<file path="src/rtl/mem_req_arbiter.sv">
// Shares one SRAM-like bus between the fetch port and the data port, one transaction at a time.
// Ports: inst_* fetch side, data_* load/store side, bus_* shared bus, *_stall hazard-unit stalls.
module mem_req_arbiter #(
  parameter int ADDR_W     = 32,
  parameter int DATA_W     = 32,
  parameter bit DATA_FIRST = 1'b1
) (
  input  logic              clk,
  input  logic              rst,
  input  logic              inst_req,
  input  logic [ADDR_W-1:0] inst_addr,
  output logic              inst_addr_ok,
  output logic              inst_data_ok,
  output logic [DATA_W-1:0] inst_rdata,
  input  logic              data_req,
  input  logic              data_wr,
  input  logic [1:0]        data_size,
  input  logic [ADDR_W-1:0] data_addr,
  input  logic [DATA_W-1:0] data_wdata,
  output logic              data_addr_ok,
  output logic              data_data_ok,
  output logic [DATA_W-1:0] data_rdata,
  output logic              bus_req,
  output logic              bus_wr,
  output logic [1:0]        bus_size,
  output logic [ADDR_W-1:0] bus_addr,
  output logic [DATA_W-1:0] bus_wdata,
  input  logic              bus_addr_ok,
  input  logic              bus_data_ok,
  input  logic [DATA_W-1:0] bus_rdata,
  output logic              inst_stall,
  output logic              data_stall
);

  typedef enum logic [1:0] {
    IDLE = 2'd0,
    ADDR = 2'd1,
    DATA = 2'd2
  } state_e;

  state_e            state_q, state_d;
  logic              grant_q, grant_d;
  logic              bus_wr_q, bus_wr_d;
  logic [1:0]        bus_size_q, bus_size_d;
  logic [ADDR_W-1:0] bus_addr_q, bus_addr_d;
  logic [DATA_W-1:0] bus_wdata_q, bus_wdata_d;
  logic [DATA_W-1:0] inst_rdata_q, inst_rdata_d;
  logic [DATA_W-1:0] data_rdata_q, data_rdata_d;
  logic              any_req;
  logic              pick_data;
  logic              inst_busy;
  logic              data_busy;

  assign any_req   = inst_req | data_req;
  assign pick_data = data_req & (~inst_req | DATA_FIRST);

  always_ff @(posedge clk or negedge rst) begin
    if (!rst) begin
      state_q <= IDLE;
    end else begin
      state_q <= state_d;
    end
  end

  always_comb begin
    state_d = state_q;
    unique case (state_q)
      IDLE:    if (any_req)     state_d = ADDR;
      ADDR:    if (bus_addr_ok) state_d = DATA;
      DATA:    if (bus_data_ok) state_d = IDLE;
      default: state_d = IDLE;
    endcase
  end

  always_comb begin
    bus_req      = 1'b0;
    inst_addr_ok = 1'b0;
    data_addr_ok = 1'b0;
    inst_data_ok = 1'b0;
    data_data_ok = 1'b0;
    unique case (state_q)
      ADDR: begin
        bus_req      = 1'b1;
        inst_addr_ok = bus_addr_ok & ~grant_q;
        data_addr_ok = bus_addr_ok & grant_q;
      end
      DATA: begin
        inst_data_ok = bus_data_ok & ~grant_q;
        data_data_ok = bus_data_ok & grant_q;
      end
      default: ;
    endcase
  end

  // Transaction fields are captured once at the grant so the bus sees
  // stable values however long it takes to accept the address.
  always_comb begin
    grant_d     = grant_q;
    bus_wr_d    = bus_wr_q;
    bus_size_d  = bus_size_q;
    bus_addr_d  = bus_addr_q;
    bus_wdata_d = bus_wdata_q;
    if (state_q == IDLE && any_req) begin
      grant_d     = pick_data;
      bus_wr_d    = pick_data & data_wr;
      bus_size_d  = pick_data ? data_size : 2'd2;
      bus_addr_d  = pick_data ? data_addr : inst_addr;
      bus_wdata_d = data_wdata;
    end
  end

  // Read data passes through on the completion cycle, then is held.
  assign inst_rdata   = inst_data_ok ? bus_rdata : inst_rdata_q;
  assign data_rdata   = data_data_ok ? bus_rdata : data_rdata_q;
  assign inst_rdata_d = inst_rdata;
  assign data_rdata_d = data_rdata;

  always_ff @(posedge clk or negedge rst) begin
    if (!rst) begin
      grant_q      <= 1'b0;
      bus_wr_q     <= 1'b0;
      bus_size_q   <= 2'd0;
      bus_addr_q   <= '0;
      bus_wdata_q  <= '0;
      inst_rdata_q <= '0;
      data_rdata_q <= '0;
    end else begin
      grant_q      <= grant_d;
      bus_wr_q     <= bus_wr_d;
      bus_size_q   <= bus_size_d;
      bus_addr_q   <= bus_addr_d;
      bus_wdata_q  <= bus_wdata_d;
      inst_rdata_q <= inst_rdata_d;
      data_rdata_q <= data_rdata_d;
    end
  end

  assign bus_wr    = bus_wr_q;
  assign bus_size  = bus_size_q;
  assign bus_addr  = bus_addr_q;
  assign bus_wdata = bus_wdata_q;

  assign inst_busy  = (state_q != IDLE) & ~grant_q;
  assign data_busy  = (state_q != IDLE) & grant_q;
  assign inst_stall = (inst_req | inst_busy) & ~inst_data_ok;
  assign data_stall = (data_req | data_busy) & ~data_data_ok;

endmodule

</file>
<file path="config.mk">
export PLATFORM = sky130hd
export DESIGN_NAME = mem_req_arbiter
export DESIGN_NICKNAME = d
export VERILOG_FILES = /design/src/rtl/mem_req_arbiter.sv
export SDC_FILE = /design/constraint.sdc
export NUM_CORES = 1
export LEC_CHECK = 0
export BUFFER_PORTS_ARGS = -buffer_cell sky130_fd_sc_hd__buf_2
export CORE_ASPECT_RATIO = 1.5
export CORE_MARGIN = 1.5
export CORE_UTILIZATION = 49
export CTS_CLUSTER_DIAMETER = 120
export DETAILED_ROUTE_END_ITERATION = 8
export GPL_TIMING_DRIVEN = 0
export PLACE_DENSITY = 0.85
export SYNTH_ARGS = -nofsm -noshare
export SYNTH_HDL_FRONTEND = slang
export SYNTH_SLANG_ARGS = --single-unit
</file>
<file path="constraint.sdc">
create_clock -name clk -period 5.8 [get_ports clk]
set_clock_uncertainty 0.05 [all_clocks]
set_input_delay 1.16 -clock clk [delete_from_list [all_inputs] [get_ports clk]]
set_output_delay 1.16 -clock clk [all_outputs]
set_load 0.02 [all_outputs]
</file>
==> results of run 1 <==
layout make-up:
type / count / area (sq um) / share of cell area (%)
Timing Repair Buffer: 275 / 1405 / 18.33
Multi-Input combinational cell: 183 / 1953 / 25.47
Clock inverter: 13 / 170.2 / 2.219
Tap cell: 147 / 183.9 / 2.399
Antenna cell: 2 / 5.005 / 0.06527
Clock buffer: 19 / 442.9 / 5.777
Sequential cell: 134 / 3353 / 43.73
Buffer: 18 / 142.6 / 1.860
Inverter: 3 / 11.26 / 0.1469
routing by layer:
layer / wire length [um] / GRT usage [%]
met2: 8001 / 46.20
met4: 487 / 11.62
met1: 4993 / 25.21
met5: 7 / 0
met3: 1097 / 6.888
cell usage after synthesis (all sizes together):
library cell / number / area, sq um
mux2: 160 / 1802
dfrtp: 134 / 3353
buf: 16 / 135.1
o21ai: 4 / 20.02
inv: 3 / 11.26
nand2: 3 / 11.26
a32o: 2 / 20.02
clkbuf: 2 / 7.510
nor2: 2 / 7.510
nor2b: 2 / 12.51
nor3: 2 / 10.01
a21oi: 1 / 5.000
a22o: 1 / 8.760
and3: 1 / 6.260
nand2b: 1 / 6.260
nand4b: 1 / 8.760
nor3b: 1 / 18.77
o21a: 1 / 7.510
o22a: 1 / 8.760
worst max-delay path: cells and delay by family:
kind / cells / cell delay (ns)
multiplexers: 1 / 0.38
buffers and inverters: 3 / 0.50
AND/OR/NAND/NOR: 1 / 0.44
placed cells by master, fill, tap and decap left out:
cell        count
nand2b_1        1
dfrtp_1       134
mux2_2        158
nand4b_1        1
mux2_1          2
o22a_1          1
a22o_1          1
clkbuf_16      17
nor3b_4         1
a32o_1          2
nand2_1         3
diode_2         2
nor3_1          2
clkinv_4        2
buf_16          1
buf_6           9
o21ai_0         4
inv_1           3
o21a_1          1
a21oi_1         1
nor2_1          2
nor2b_1         2
clkinv_2        1
and3_1          1
clkbuf_8        1
bufinv_16       3
buf_4           2
buf_2         279
inv_6           4
clkbuf_1        3
clkinvlp_4      3
path summary, 6_finish.rpt:
kind / endpoint / slack [ns] / cells after the start
min reg2reg: inst_rdata_q[3] / 0.44 / 1
max in group asynchronous: inst_rdata_q[31] / 4.32 / 2
min: inst_rdata_q[3] / 0.44 / 1
max: inst_rdata[27] / 2.11 / 5
min in group asynchronous: bus_wdata[4] / 0.60 / 1
max reg2reg: bus_addr[7] / 3.84 / 5
state kept, by name, summed over array words and instances, names as in the netlist:
name / cells
bus_addr: 32
bus_wdata: 32
data_rdata_q: 32
inst_rdata_q: 32
bus_size: 2
state_q: 2
bus_wr: 1
grant_q: 1
kinds of logic after synthesis:
group	Yosys count
muxes	160
DFF	134
buffers and inverters	21
AOI/OAI and AO/OA	10
and+or+nand+nor	13
per-stage QoR:
stage	std cells	power (mW)	util (%)	setup slack, ns
2_1_floorplan	338	3.005	-	2.489
5_1_grt	793	5.099	70.08	2.021
6_report	794	4.865	70.10	2.115
3_5_place_dp	760	3.776	64.45	2.099
3_3_place_gp	759	3.678	64.14	1.913
4_1_cts	792	4.898	70.05	2.073
power groups by stage:
| stage | clock (mW) | sequential, mW | combinational (mW) |
|---|---|---|---|
| after floorplan | 0 | 1.86 | 1.14 |
| after global placement | 0 | 1.57 | 2.11 |
| after detailed placement | 0 | 1.60 | 2.17 |
| after CTS | 1.12 | 1.59 | 2.19 |
| after global routing | 1.16 | 1.64 | 2.30 |
| final | 1.10 | 1.59 | 2.18 |
==> impl_results.md, run 1 <==
- Post-DRT Antenna Nets: 0
- Residual DRC count: 0
- Site Rows: 47
- H-tree depth: 4
- GRT overflow: 0
- Sequential share of power: 32.7%
- Status: finished, final reports clean
- Crit. End Element: output port
- Clock transition at path regs: 0.06 ns
- CP cell instances: buf_2 -> nor3b_4 -> buf_6 -> mux2_2 -> buf_2
- Clock power frac: 22.6%
- Worst-skew pair later-pin latency: 0.40 ns
- Peak Freq: 271.4 MHz
- CP most frequent cell: buf_2
- Placeable Area: 10940 sq um
- Worst hold slack: 0.4351 ns
- Leak Pwr: 3.823 nW
- WL final: 14590 um
- NetSw: 1.864 mW
- Avg Cell Area, Syn: 16.15 sq um
- Number of fill cells: 768
- WL per Instance: 18.37 um
- CP Class: input port to output port
- Initial antenna violation count: 3
- Cell variety after synth: 22
- # hold bufs at CTS: 0
- RSZ-0062 raised after global routing: no
- Complex-gate fraction of the synthesized area: 1.283%
- Worst Setup Start Kind: input port
- CP required: 4.59 ns
- Setup TNS: 0 ns
- Via count: 4058
- Critical Path Fanout Max: 10
- Post-synthesis adder-cell area fraction: 0%
- Initial Utilization: 49.92%
- Slowest-stage cell, CP: nor3b_4
- IO buf count: 274
- Relative slew margins: 62.59%
- Via density: 5.111
- Violation count after the first detailed-route iteration: 101
- Xor and xnor fraction of the mapped netlist area: 0%
- Worst Max-Slew Pin Slew: 0.5612 ns
- Width of the die: 89.19 um
- Largest net degree at the start of global routing: 98
- Postcts setup bufs: 0
- Final slew viol count: 0
- Multiplexer share of the synthesized area: 33.00%
- Vias in the first global route: 4505
- Synth Net Count: 475
- Crit Reg-Reg Startpoint: state_q[0]
- Crit path DAT: 2.48 ns
- Post-Syn Area: 5460 sq um
- First-pass GRT wire length: 22190 um
- Power Internal: 3.001 mW
- Clock Sinks: 134
- Total track usage: 25.15%
- Pwr dens: 634.4 nW/um^2
- Clk buf depth: 2
- Worst vdd ir: 0.0004019 V
- Critical path origin: bus_data_ok
- # Max-Cap Violations: 0
- Root Driver: clkbuf_16
- Sequential-to-total area share from yosys stat: 61.41%
- Fin. Hold Viols: 0
- Die Y: 132.3 um
- Post-DP HPWL: 11180 um
- Area grow syn2layout: 40.42%
- Hold Crit Start: inst_rdata_q[3]
- Die Area: 11800 sq um
- Combinational Power Share: 44.7%
- Sw frac: 38.31%
- Post-synthesis simple-gate area fraction: 1.489%
- Synth warn: 0
- Post-route cell area: 7667 sq um
- Cells after Synth: 338
- Slowest stage delay, CP: 0.44 ns
- Post-route minimum period: 3.685 ns
- Synth Register Bits: 134
- Period Utilization, post-route: 63.54%
- I/O pins: 275
- Cts bufs inserted: 17
- Dominant combinational cell family by area after synthesis: multiplexers
- Final setup viols: 0
- Placed cell area: 7049 sq um
- TritonCTS clock tree: done
- Cts repair resizes: 0
- DR pass1 iterations: 4
- Layout cells sized above 1: 74.57%
- GP Congestion: 0.8168
- Worst min path class: flip-flop to flip-flop
- Fin nets: 769
(Power assumes the default switching activity.)
==> inputs of run 2 (changes only) <==
Settings changed: CORE_UTILIZATION 49 to 41, PLACE_DENSITY 0.85 to 0.76.
Clock period 5.8 ns to 3.2 ns, I/O delays scaled along.
==> run 2 against run 1 <==
Compared with the run above:
- clock power is 96% higher
- largest cell class unchanged
- largest power group unchanged
- cell count is 1.4% higher
- routed wire length fell by 7.0%
- via count shrank 2.9%
- clock-buffer cell count is 1 lower
==> impl_results.md, run 2 (synthesis results as in run 1) <==
- Post-DP HPWL: 10560 um (-5.6%)
- Cts bufs inserted: 17 (unchanged)
- Crit. End Element: output port
- Violation count after the first detailed-route iteration: 66 (-35%)
- Largest net degree at the start of global routing: 69 (-30%)
- Slowest-stage cell, CP: nor3b_4
- Critical Path Fanout Max: 10 (unchanged)
- # hold bufs at CTS: 0 (unchanged)
- CP cell instances: nand2b_1 -> nor3b_4 -> buf_6 -> mux2_2 -> buf_2
- Worst Max-Slew Pin Slew: 0.6341 ns (+0.07299 ns)
- Area grow syn2layout: 41.52%
- Via count: 3940 (-2.9%)
- Clock transition at path regs: 0.06 ns (about the same)
- IO buf count: 274 (unchanged)
- Crit path DAT: 2.24 ns (-0.24 ns)
- First-pass GRT wire length: 20930 um (-5.7%)
- Fin. Hold Viols: 0 (unchanged)
- Worst min path class: input port to asynchronous set/reset pin
- Worst vdd ir: 0.0006467 V (+61%)
- H-tree depth: 4 (unchanged)
- Status: finished, final reports clean
- CP required: 2.51 ns (-2.08 ns)
- Pwr dens: 1153 nW/um^2 (+82%)
- Die Y: 144.3 um (+9.1%)
- RSZ-0062 raised after global routing: no
- Relative slew margins: 57.72% (-4.9 points)
- Width of the die: 97.23 um (+9.0%)
- Register area: 3353 sq um (unchanged)
- Clk buf depth: 2 (unchanged)
- Multi-input gate area: 1953 sq um (unchanged)
- Initial antenna violation count: 1 (-2)
- Worst-skew pair later-pin latency: 0.40 ns (about the same)
- Site Rows: 51 (+8.5%)
- Worst reg-to-reg setup slack: 1.29 ns (-2.55 ns)
- Number of fill cells: 1042 (+36%)
- WL per Instance: 16.85 um (-8.3%)
- I/O pins: 275 (unchanged)
- Most frequent cells in the layout: buf_2 (279), mux2_2 (158), dfrtp_1 (134), clkbuf_16 (17), buf_6 (9)
- Residual DRC count: 0 (unchanged)
- Die Area: 14030 sq um (+19%)
- Setup TNS: 0 ns (unchanged)
- Most common cell after layout, fill and taps aside: buf_2
- Root Driver: clkbuf_16
- Fin nets: 769 (unchanged)
- Crit path buf inv count: 2 (-1)
- Delay-heaviest family, CP: simple AND/OR/NAND/NOR gates
- Layout cells sized above 1: 74.73% (+0.16 points)
- GRT overflow: 0 (unchanged)
- Postcts setup bufs: 0 (unchanged)
- # Max-Cap Violations: 0 (unchanged)
- Final slew viol count: 0 (unchanged)
- Peak Freq: 341.7 MHz
- WL final: 13560 um (-7.0%)
- Crit Reg-Reg Startpoint: state_q[0]
- Final Core Density: 59.36% (-11 points)
- Worst Setup Start Kind: flip-flop
- Slowest stage delay, CP: 0.45 ns (about the same)
- Period Utilization, post-route: 91.44%
- R2R depth: 5 (unchanged)
- Vias in the first global route: 4266 (-5.3%)
- Placeable Area: 13020 sq um (+19%)
- Leak Pwr: 3.846 nW (+0.60%)
- Initial Utilization: 41.95% (-8.0 points)
- Post-route minimum period: 2.926 ns
- Total track usage: 19.11% (-6.0 points)
- Reg2reg end: bus_addr[15]
- Via density: 4.894 (-4.2%)
- GP Congestion: 0.7809 (-4.4%)
- DR pass1 iterations: 6 (+2)
- Post-DRT Antenna Nets: 0 (unchanged)
- Clock Sinks: 134 (unchanged)
- Cts repair resizes: 0 (unchanged)
- TritonCTS clock tree: done
- CP Class: flip-flop to output port
- Final setup viols: 0 (unchanged)
## run 2: where the power goes
group | internal (mW) | switching (mW)
logic | 1.64 | 2.25
clock network | 1.41 | 0.747
registers | 2.54 | 0.323
## run 2: how the worst max path moves through the flow
| stage | from | end | slack (ns) | cells past startpoint |
|---|---|---|---|---|
| floorplan | bus_data_ok | inst_rdata[23] | 0.93 | 3 |
| global placement | rst | bus_wdata[15] | -0.16 | 1 |
| detailed placement | bus_data_ok | inst_rdata[7] | 0.56 | 5 |
| CTS | state_q[0] | inst_rdata[6] | 0.22 | 5 |
| global route | state_q[0] | inst_rdata[22] | 0.11 | 5 |
| finish | state_q[0] | inst_rdata[28] | 0.27 | 5 |
## run 2: area by class of cell
type	count	share of cell area, %
Buffer	18	1.846
Multi-Input combinational cell	183	25.28
Antenna cell	1	0.03238
Timing Repair Buffer	275	18.18
Inverter	3	0.1457
Clock inverter	14	2.866
Clock buffer	18	5.683
Tap cell	159	2.574
Sequential cell	134	43.39
## run 2: routing by layer
metal,global-route usage (%),routed length (um)
met5,0,0
met3,5.655,953
met4,8.571,344
met1,19.49,4735
met2,36.00,7527
## run 2: through the flow
stage / cells / hold WS (ns) / worst slack, ns / total power [mW] / area, sq um
after floorplan: 338 / 0.2944 / 0.9286 / 5.446 / 5460
after global placement: 771 / 0.4164 / -0.1642 / 6.664 / 7030
final: 805 / 0.1614 / 0.2738 / 8.912 / 7727
after detailed placement: 772 / 0.4284 / 0.5649 / 6.824 / 7064
after global routing: 804 / 0.2095 / 0.1053 / 9.344 / 7725
after CTS: 804 / 0.1868 / 0.2210 / 9.016 / 7725
==> inputs of run 3 (changes only) <==
Settings changed: CORE_UTILIZATION 41 to 30, PLACE_DENSITY 0.76 to unset, PLACE_DENSITY_LB_ADDON set to 0.2.
==> run 3 against run 2 <==
Compared with the run above:
- routed wire length is 0.69% lower
- highest routed layer unchanged
- sequential share of layout area barely moved
- largest cell class unchanged
- cell count increased by 7.1%
- sequential power about the same
- non-clock buffer count unchanged
- register-to-register slack gained 0.03 ns
- flip-flop and latch count did not move
- cell area hardly changed
- critical path depth stayed put
- die area rose by 36%
- worst setup slack worse by 0.025 ns
- core utilization is 16 points lower
==> impl_results.md, run 3 (synthesis results as in run 1) <==
- Via density: 4.532 (-7.4%)
- Worst Setup Start Kind: flip-flop
- Post-route cell area: 7726 sq um (about the same)
- Via count: 3907 (-0.84%)
- Cts bufs inserted: 17 (unchanged)
- Area grow syn2layout: 41.50% (about the same)
- Root Driver: clkbuf_16
- Crit path DAT: 2.26 ns (+0.02 ns)
- Pwr dens: 1119 nW/um^2 (-3.0%)
- GRT overflow: 0 (unchanged)
- Dpl cells: 830 (+7.5%)
- Site Rows: 60 (+18%)
- Die Y: 168.2 um (+17%)
- First-pass GRT wire length: 21020 um (+0.40%)
- Initial antenna violation count: 0 (-1)
- Period Utilization, post-route: 92.24% (+0.79 points)
- GP Congestion: 0.7306 (-6.4%)
- Setup slack at placement: 0.5443 ns (-0.02062 ns)
- Worst-skew pair later-pin latency: 0.40 ns (about the same)
- Die Area: 19040 sq um (+36%)
- WL final: 13470 um (-0.69%)
- Width of the die: 113.2 um (+16%)
- Final slew viol count: 0 (unchanged)
- IO buf count: 274 (unchanged)
- Largest net degree at the start of global routing: 69 (unchanged)
- Layout cells sized above 1: 74.57% (-0.16 points)
- Peak Freq: 338.8 MHz (-0.86%)
- Setup TNS: 0 ns (unchanged)
- Worst hold slack: 0.1789 ns (+0.01745 ns)
- Cts repair resizes: 0 (unchanged)
- Post-DP HPWL: 10430 um (-1.2%)
- Crit. End Element: output port
- Clk buf depth: 2 (unchanged)
- # Max-Cap Violations: 0 (unchanged)
- Violation count after the first detailed-route iteration: 65 (-1.5%)
- Leak Pwr: 3.805 nW (-1.1%)
- Relative slew margins: 56.98% (-0.74 points)
- Worst Max-Slew Pin Slew: 0.6453 ns (+0.01115 ns)
- Placeable Area: 17870 sq um (+37%)
- Clock transition at path regs: 0.06 ns (about the same)
- RSZ-0062 raised after global routing: no
- # hold bufs at CTS: 0 (unchanged)
- I/O pins: 275 (unchanged)
- Most frequent cells in the layout: buf_2 (279), mux2_2 (158), dfrtp_1 (134), clkbuf_16 (17), buf_6 (9)
- Residual DRC count: 0 (unchanged)
- Post-DRT Antenna Nets: 0 (unchanged)
- Clock Sinks: 134 (unchanged)
- Pwr Total: 8.643 mW (-3.0%)
- CP Class: flip-flop to output port
- Placed cell area: 7137 sq um (+1.0%)
- WL per Instance: 15.62 um (-7.3%)
- Post-route minimum period: 2.952 ns (+0.02539 ns)
- Diodes inserted: 0 (-1)
- Non-Filler Instances: 862 (+7.1%)
- Vias in the first global route: 4263 (-0.070%)
- Critical Path Fanout Max: 10 (unchanged)
- TritonCTS clock tree: done
- Final setup viols: 0 (unchanged)
- Total track usage: 14.20% (-4.9 points)
- Status: finished, final reports clean
- Postcts setup bufs: 0 (unchanged)
- H-tree depth: 4 (unchanged)
- Worst min path class: input port to asynchronous set/reset pin
- Most common cell after layout, fill and taps aside: buf_2
- Fin. Hold Viols: 0 (unchanged)
- DR pass1 iterations: 3 (-3)
- Fin nets: 769 (unchanged)
- Initial Utilization: 30.56% (-11 points)
- CP required: 2.51 ns (about the same)
- Number of fill cells: 1667 (+60%)
- Final Core Density: 43.24% (-16 points)
- Setup ws final: 0.2484 ns (-0.02539 ns)
- Worst vdd ir: 0.0005332 V (-18%)
==> run 3: cell type report <==
| cell class | instances | area (sq um) | share of cell area [%] |
|---|---|---|---|
| inverter | 3 | 11.26 | 0.1457 |
| buffer | 18 | 142.6 | 1.846 |
| multi-input combinational | 183 | 1953 | 25.28 |
| sequential | 134 | 3353 | 43.40 |
| clock inverter | 13 | 146.4 | 1.895 |
| timing repair buffer | 275 | 1405 | 18.19 |
| tap | 217 | 271.5 | 3.514 |
| clock buffer | 19 | 442.9 | 5.733 |
==> run 3: worst paths after layout <==
kind	from	endpoint	slack [ns]	cells past startpoint
min in group clk	data_size[1]	bus_size[1]	0.40	2
worst min register to register	bus_wr	bus_wr	0.44	1
worst max register to register	state_q[0]	bus_addr[6]	1.32	5
worst max-delay path	state_q[0]	inst_rdata[22]	0.25	5
max in group asynchronous	rst	inst_rdata_q[29]	2.16	2
worst min-delay path	rst	bus_wdata[13]	0.18	1
==> run 3: metal layers <==
layer	GRT usage [%]	vias to the layer above	wire length, um
li1	-	1796	-
met1	13.92	1928	4680
met2	26.93	158	7535
met3	3.636	25	833
met4	7.446	0	418
met5	0	-	0
==> run 3: critical path, cell delays in order, from the launching register on <==
cell and delay (ns):
dfrtp_1 0.42, nand2b_1 0.21, nor3b_4 0.47, buf_6 0.23, mux2_1 0.36, buf_2 0.17
==> run 3: where the power goes <==
group / total, mW / internal (mW) / switching (mW)
clock network: 1.94 / 1.18 / 0.762
logic: 3.87 / 1.64 / 2.23
registers: 2.84 / 2.54 / 0.300
total: 8.64 / 5.35 / 3.29
